==> src/rtl/fiqsha_apb_adapter_if.sv <==
// Bus bundle between the APB master, the adapter and the SHA interface control logic.
// Signal suffixes follow the adapter's point of view; the slave modport is the adapter side.
interface fiqsha_apb_adapter_if #(
  parameter int BUS_DATA_WIDTH = 32
);
  localparam int STRB_W = BUS_DATA_WIDTH / 8;

  logic                      psel_i;
  logic                      penable_i;
  logic                      pwrite_i;
  logic [11:0]               paddr_i;
  logic [BUS_DATA_WIDTH-1:0] pwdata_i;
  logic [STRB_W-1:0]         pstrb_i;
  logic                      pready_o;
  logic [BUS_DATA_WIDTH-1:0] prdata_o;
  logic                      pslverr_o;

  logic                      wr_o;
  logic                      wr_ack_i;
  logic                      slv_error_i;
  logic [11:0]               waddr_o;
  logic [11:0]               raddr_o;
  logic [BUS_DATA_WIDTH-1:0] wdata_o;
  logic [STRB_W-1:0]         wbyte_enable_o;
  logic                      rd_o;
  logic                      rd_ack_o;
  logic [BUS_DATA_WIDTH-1:0] rdata_i;
  logic                      read_valid_i;
  logic [1:0]                burst_type_o;

  modport slave (
    input  psel_i, penable_i, pwrite_i, paddr_i, pwdata_i, pstrb_i,
    input  wr_ack_i, slv_error_i, rdata_i, read_valid_i,
    output pready_o, prdata_o, pslverr_o,
    output wr_o, waddr_o, raddr_o, wdata_o, wbyte_enable_o, rd_o, rd_ack_o, burst_type_o
  );

  modport master (
    output psel_i, penable_i, pwrite_i, paddr_i, pwdata_i, pstrb_i,
    output wr_ack_i, slv_error_i, rdata_i, read_valid_i,
    input  pready_o, prdata_o, pslverr_o,
    input  wr_o, waddr_o, raddr_o, wdata_o, wbyte_enable_o, rd_o, rd_ack_o, burst_type_o
  );
endinterface

==> src/rtl/fiqsha_apb_adapter.sv <==
// APB slave to SHA native read/write request adapter, one transfer at a time.
// Define FIQSHA_APB_TIMEOUT_EN to bound WRITE/READ waits to TIMEOUT_CYCLES (error on expiry).
module fiqsha_apb_adapter #(
  parameter int BUS_DATA_WIDTH = 32,
  parameter int TIMEOUT_CYCLES = 16
) (
  input  logic                 clk_i,
  input  logic                 rst_i,
  fiqsha_apb_adapter_if.slave  bus
);
  localparam int STRB_W = BUS_DATA_WIDTH / 8;

  typedef enum logic [1:0] {IDLE, WRITE, READ, DONE} state_t;

  state_t                    state_q, state_d;
  logic [11:0]               addr_q, addr_d;
  logic [BUS_DATA_WIDTH-1:0] wdata_q, wdata_d;
  logic [STRB_W-1:0]         strb_q, strb_d;
  logic [BUS_DATA_WIDTH-1:0] rdata_q, rdata_d;
  logic                      error_q, error_d;
  logic                      rd_first_q, rd_first_d;
  logic                      rd_ack_q, rd_ack_d;
  logic                      timeout;

`ifdef FIQSHA_APB_TIMEOUT_EN
  logic [7:0] cnt_q, cnt_d;

  // Counter is held at zero in IDLE, so it starts from zero on every WRITE/READ entry.
  always_comb begin
    cnt_d = cnt_q;
    if (state_q == IDLE)
      cnt_d = 8'd0;
    else if (state_q == WRITE || state_q == READ)
      cnt_d = cnt_q + 8'd1;
  end

  always_ff @(posedge clk_i or posedge rst_i) begin
    if (rst_i) cnt_q <= 8'd0;
    else       cnt_q <= cnt_d;
  end

  assign timeout = (cnt_q == 8'(TIMEOUT_CYCLES - 1));
`else
  assign timeout = 1'b0;
`endif

  always_comb begin
    state_d    = state_q;
    addr_d     = addr_q;
    wdata_d    = wdata_q;
    strb_d     = strb_q;
    rdata_d    = rdata_q;
    error_d    = error_q;
    rd_first_d = rd_first_q;
    rd_ack_d   = 1'b0;
    case (state_q)
      IDLE: begin
        if (bus.psel_i && !bus.penable_i) begin
          addr_d     = bus.paddr_i;
          wdata_d    = bus.pwdata_i;
          strb_d     = bus.pstrb_i;
          error_d    = 1'b0;
          rd_first_d = !bus.pwrite_i;
          state_d    = bus.pwrite_i ? WRITE : READ;
        end
      end
      WRITE: begin
        // Abort wins; a simultaneous ack and error reports the error.
        if (!bus.psel_i) begin
          state_d = IDLE;
        end else if (bus.slv_error_i || timeout) begin
          error_d = 1'b1;
          state_d = DONE;
        end else if (bus.wr_ack_i) begin
          error_d = 1'b0;
          state_d = DONE;
        end
      end
      READ: begin
        rd_first_d = 1'b0;
        if (!bus.psel_i) begin
          state_d = IDLE;
        end else if (bus.read_valid_i) begin
          rdata_d  = bus.rdata_i;
          rd_ack_d = 1'b1;
          error_d  = 1'b0;
          state_d  = DONE;
        end else if (timeout) begin
          error_d = 1'b1;
          state_d = DONE;
        end
      end
      DONE:    state_d = IDLE;
      default: state_d = IDLE;
    endcase
  end

  always_ff @(posedge clk_i or posedge rst_i) begin
    if (rst_i) begin
      state_q    <= IDLE;
      addr_q     <= '0;
      wdata_q    <= '0;
      strb_q     <= '0;
      rdata_q    <= '0;
      error_q    <= 1'b0;
      rd_first_q <= 1'b0;
      rd_ack_q   <= 1'b0;
    end else begin
      state_q    <= state_d;
      addr_q     <= addr_d;
      wdata_q    <= wdata_d;
      strb_q     <= strb_d;
      rdata_q    <= rdata_d;
      error_q    <= error_d;
      rd_first_q <= rd_first_d;
      rd_ack_q   <= rd_ack_d;
    end
  end

  // Requests drop in the same cycle the master releases psel.
  assign bus.wr_o           = (state_q == WRITE) && bus.psel_i;
  assign bus.rd_o           = (state_q == READ) && rd_first_q && bus.psel_i;
  assign bus.rd_ack_o       = rd_ack_q;
  assign bus.pready_o       = (state_q == DONE);
  assign bus.pslverr_o      = (state_q == DONE) && error_q;
  assign bus.prdata_o       = rdata_q;
  assign bus.waddr_o        = addr_q;
  assign bus.raddr_o        = addr_q;
  assign bus.wdata_o        = wdata_q;
  assign bus.wbyte_enable_o = strb_q;
  assign bus.burst_type_o   = 2'b00;
endmodule

==> src/flat_wrapper.sv <==
// flat-port wrapper written by rule: the top's interface ports become plain ports
module fiqsha_apb_adapter_flat 
#(
  parameter int BUS_DATA_WIDTH = 32,
  parameter int TIMEOUT_CYCLES = 16
)
  (clk_i, rst_i, bus_psel_i, bus_penable_i, bus_pwrite_i, bus_paddr_i, bus_pwdata_i, bus_pstrb_i, bus_wr_ack_i, bus_slv_error_i, bus_rdata_i, bus_read_valid_i, bus_pready_o, bus_prdata_o, bus_pslverr_o, bus_wr_o, bus_waddr_o, bus_raddr_o, bus_wdata_o, bus_wbyte_enable_o, bus_rd_o, bus_rd_ack_o, bus_burst_type_o);
  fiqsha_apb_adapter_if #(.BUS_DATA_WIDTH(BUS_DATA_WIDTH)) bus_i ();
  input  logic clk_i;
  input  logic rst_i;
  input wire logic [$bits(bus_i.psel_i)-1:0] bus_psel_i;
  input wire logic [$bits(bus_i.penable_i)-1:0] bus_penable_i;
  input wire logic [$bits(bus_i.pwrite_i)-1:0] bus_pwrite_i;
  input wire logic [$bits(bus_i.paddr_i)-1:0] bus_paddr_i;
  input wire logic [$bits(bus_i.pwdata_i)-1:0] bus_pwdata_i;
  input wire logic [$bits(bus_i.pstrb_i)-1:0] bus_pstrb_i;
  input wire logic [$bits(bus_i.wr_ack_i)-1:0] bus_wr_ack_i;
  input wire logic [$bits(bus_i.slv_error_i)-1:0] bus_slv_error_i;
  input wire logic [$bits(bus_i.rdata_i)-1:0] bus_rdata_i;
  input wire logic [$bits(bus_i.read_valid_i)-1:0] bus_read_valid_i;
  output wire logic [$bits(bus_i.pready_o)-1:0] bus_pready_o;
  output wire logic [$bits(bus_i.prdata_o)-1:0] bus_prdata_o;
  output wire logic [$bits(bus_i.pslverr_o)-1:0] bus_pslverr_o;
  output wire logic [$bits(bus_i.wr_o)-1:0] bus_wr_o;
  output wire logic [$bits(bus_i.waddr_o)-1:0] bus_waddr_o;
  output wire logic [$bits(bus_i.raddr_o)-1:0] bus_raddr_o;
  output wire logic [$bits(bus_i.wdata_o)-1:0] bus_wdata_o;
  output wire logic [$bits(bus_i.wbyte_enable_o)-1:0] bus_wbyte_enable_o;
  output wire logic [$bits(bus_i.rd_o)-1:0] bus_rd_o;
  output wire logic [$bits(bus_i.rd_ack_o)-1:0] bus_rd_ack_o;
  output wire logic [$bits(bus_i.burst_type_o)-1:0] bus_burst_type_o;
  assign bus_i.psel_i = bus_psel_i;
  assign bus_i.penable_i = bus_penable_i;
  assign bus_i.pwrite_i = bus_pwrite_i;
  assign bus_i.paddr_i = bus_paddr_i;
  assign bus_i.pwdata_i = bus_pwdata_i;
  assign bus_i.pstrb_i = bus_pstrb_i;
  assign bus_i.wr_ack_i = bus_wr_ack_i;
  assign bus_i.slv_error_i = bus_slv_error_i;
  assign bus_i.rdata_i = bus_rdata_i;
  assign bus_i.read_valid_i = bus_read_valid_i;
  assign bus_pready_o = bus_i.pready_o;
  assign bus_prdata_o = bus_i.prdata_o;
  assign bus_pslverr_o = bus_i.pslverr_o;
  assign bus_wr_o = bus_i.wr_o;
  assign bus_waddr_o = bus_i.waddr_o;
  assign bus_raddr_o = bus_i.raddr_o;
  assign bus_wdata_o = bus_i.wdata_o;
  assign bus_wbyte_enable_o = bus_i.wbyte_enable_o;
  assign bus_rd_o = bus_i.rd_o;
  assign bus_rd_ack_o = bus_i.rd_ack_o;
  assign bus_burst_type_o = bus_i.burst_type_o;
  fiqsha_apb_adapter #(.BUS_DATA_WIDTH(BUS_DATA_WIDTH), .TIMEOUT_CYCLES(TIMEOUT_CYCLES)) u_core (.clk_i(clk_i), .rst_i(rst_i), .bus(bus_i));
endmodule
==> config.mk <==
export PLATFORM = sky130hd
export DESIGN_NAME = fiqsha_apb_adapter_flat
export DESIGN_NICKNAME = d
export VERILOG_FILES = /design/src/rtl/fiqsha_apb_adapter_if.sv /design/src/rtl/fiqsha_apb_adapter.sv /design/src/flat_wrapper.sv
export SDC_FILE = /design/constraint.sdc
export NUM_CORES = 1
export LEC_CHECK = 0
export ABC_AREA = 1
export ABC_CLOCK_PERIOD_IN_PS = 9000
export CAP_MARGIN = 20
export CORE_MARGIN = 1
export CORE_UTILIZATION = 43
export DETAILED_ROUTE_END_ITERATION = 16
export PLACE_DENSITY = 0.86
export SYNTH_ARGS = -nofsm -noshare
export SYNTH_HDL_FRONTEND = slang
export SYNTH_SLANG_ARGS = --single-unit
export TNS_END_PERCENT = 50
==> constraint.sdc <==
create_clock -name clk_i -period 9 [get_ports clk_i]
set_clock_uncertainty 0.15 [all_clocks]
set_input_delay 1.8 -clock clk_i [delete_from_list [all_inputs] [get_ports clk_i]]
set_output_delay 1.8 -clock clk_i [all_outputs]
set_load 0.005 [all_outputs]
==> impl_results.md <==
* Status: complete, no violations
* WP data arrival at 3210 ps
* Async SR Flop Fraction at 100%
* Max-slew violation count at 0
* CP max FO at 7
* Synth warn at 0
* Area occupied by multi-input gates at 1160 um2
* Crit-path cells: clkdlybuf4s50_1, nand2_1, nor2_1, clkdlybuf4s50_1
* Crit path kind: primary input to primary output
* Via/cell ratio at 4.61
* RD Place Congestion at 0.915
* Antenna violations before repair at 0
* RSZ-0062 raised after global routing: no
* FF+latch count, synth at 85
* Max Cap Viol at 0
* Post-cts resize count at 0
* Hold Path Class: register to register
* Post-synth cell types at 21
* Clock root cell: clkbuf_8
* Simple-gate share of the synthesized area at 28.6%
* Die area at ~8700 um2
* FILL cells at 598
* Register area at 2130 um2
* Critical path startpoint: bus_psel_i
* Endpoints failing hold at 0
* Fin Hold WS at roughly 330 ps
* Final min period at a little over 5000 ps
* Number of global-route vias before repair at 3256
* Reg-to-reg slack, setup at 6540 ps
* Starting Density at between 40% and 50%
* Routed WL per cell at 13.2 um
* Setup violators final at 0
* IO buf count at ~180
* Final period util at 57.3%
* Complex-gate fraction of the synthesized area at between 1 and 1.5%
* CTS Hold Bufs at 0
* Xor and xnor area share after synthesis at 0%
* Dpl cells at 672
* Most used cell, CP: clkdlybuf4s50_1
* Worst Reg-to-Reg Cells at 6
* Worst skew pair latency at between 300 and 400 ps
* Die Y at 93.1 um
* Initial DRC Count at 57
* First-pass DRT Iterations at 4
* Design Area, Final at 5580 um2
* Worst Path Buf+Inv at 2
* Setup Buffers After CTS at 0
* Fin util at 70.7%
* Synth Cell Area at about 3600 um2
* Yosys top cell area share at 59.6%
* Area leader, netlist: dfrtp_1
* Total GRT Usage at 21.4%
* Combinational family with the most area after synthesis: simple AND/OR/NAND/NOR gates
* Syn Inst Count at between 400 and 500
* CTS tree: done
* FMAX at 194 MHz
* CP Data Required Time at 7050 ps
* Drc violations at 0
* Clock Sink Count at 85
* Core Box Area at between 7000 and 8000 um2
* Worst-path clk slew at approximately 80 ps
* CTS buffer count at 9
* Die W at 93.1 um
* Antenna-violating nets left at 0
* Seq/Total Area, Yosys at roughly three fifths
* Synth top cells by count: 254 x nand2_1, 85 x dfrtp_1, 18 x buf_4
* Vias at between 3000 and 4000
* Mux cell area share after synthesis at 0%
* Setup TNS at 0 ps
* Synthesis-to-layout area growth at 56.5%
* DP Area at 5330 um2
* Number of synthesized flops with an enable pin at 0
* Crit end category: primary output
* Most common cell in the synthesized netlist: nand2_1
* H-tree level count at 3
* Startpoint Class: primary input
* GRT overflow at 0
* Mean post-synth cell area at approximately 8.6 um2
* Slowest Stage Delay on Critical Path at between 600 and 700 ps
* CP endpoint: bus_rd_o
* Net count, final at 677
* WP depth at 4
* First-pass GRT wire length at 14600 um
* Share of cells above drive strength 1 at roughly 4%
* Non-Filler Instances at 690
* I/O Pins at 187
* Clock Path Buffers at 2
* R2R Path Start: u_core.state_q[1]
* Rel. slew slack at 44.8%
* Site Rows at 32
* Top_reg_cell synth: dfrtp_1
* Drt total wl at 9080 um
* Leak at approximately 2.8 nW
* Delay-heaviest family, CP: buffers and inverters
* Ant diodes at 0
* Pin slew with the least headroom to its limit at approximately 830 ps
* Max VDD drop at 0.177 mV
* DP Wirelength at 6580 um
* Largest net degree at the start of global routing at between 80 and 90
* Synth Area in Adders at 2.11%
* Crit-path slowest cell: clkdlybuf4s50_1
* Synth area leaders: dfrtp_1 60%, nand2_1 27%, buf_4 3.8%
* R2R Path End: u_core.bus.wdata_o[10]
* P per Cell Area at 312 nW/um2
* Hold Startpoint: u_core.bus.prdata_o[27]
[per-layer routing]
layer	share of wire (%)	track usage (%)	vias to the layer above
met4	1.5	7.82	0
met2	48	37.6	141
li1	-	-	1564
met1	42	24.5	1466
met5	0	0	-
met3	8.7	6.50	12
[power breakdown]
group | internal [W] | switching, W | total (W)
clock network | 0.000129 | 0.000134 | 0.000263
registers | 0.000571 | 0.000116 | 0.000687
logic | 0.000488 | 0.000302 | 0.000789
[worst min-delay path by stage]
| stage | slack, ps | depth (start not counted) | end |
|---|---|---|---|
| CTS | 330 | 2 | u_core.bus.prdata_o[16] |
| detailed placement | 310 | 2 | u_core.bus.prdata_o[16] |
| global placement | 300 | 2 | u_core.bus.prdata_o[7] |
| floorplan | 320 | 2 | u_core.bus.prdata_o[0] |
| finish | 330 | 2 | u_core.bus.prdata_o[27] |
| global route | 360 | 2 | u_core.bus.prdata_o[19] |
[worst reg2reg max path, delay by kind of cell, from the launching register on]
family,cells,cell delay [ps]
AND/OR/NAND/NOR,3,660
buffers and inverters,2,900
flip-flops,1,430
adder cells (fa/ha/maj),1,250
[cells by family after synthesis]
kind of cell / Yosys count
compound gates: 9
fa+ha+maj: 6
buf+inv: 47
flops: 85
other cells: 1
simple gates: 266
[sequential cells by signal, summed over array words and instances (netlist names)]
name and count:
u_core.bus.wbyte_enable_o 4, u_core.state_q 2, u_core.rd_first_q 1, u_core.bus.rd_ack_o 1, u_core.error_q 1, u_core.bus.prdata_o 32, u_core.bus.raddr_o 12, u_core.bus.wdata_o 32
[stage by stage]
stage	total power [W]	worst slack, ps
2_1_floorplan	0.000986	4860
3_3_place_gp	0.00145	3910
3_5_place_dp	0.00148	3860
4_1_cts	0.00175	3850
5_1_grt	0.00187	3800
6_report	0.00174	3840
[layout by cell type, fill, tap and decap left out]
master	n
a21oi_1	1
and2_1	1
buf_16	2
buf_4	1
bufinv_16	1
clkbuf_8	9
clkdlybuf4s50_1	184
clkinv_2	2
clkinv_4	1
clkinvlp_4	3
conb_1	2
dfrtp_1	85
ha_1	6
inv_1	14
inv_2	2
inv_6	1
nand2_1	254
nand3_1	5
nand3_2	1
nor2_1	4
nor2_4	1
o21a_1	1
o21ai_0	2
o21ai_1	3
o21bai_1	1
o31ai_1	1
[final cells by class]
class                           count  share of cell area, %
Sequential cell                    85                   38.1
Timing Repair Buffer              187                   34.1
Multi-Input combinational cell    283                   20.7
Tap cell                          102                   2.29
Clock buffer                        9                   2.22
Clock inverter                      7                   1.35
Inverter                           17                   1.17
Power figures use the tool's default switching activity.
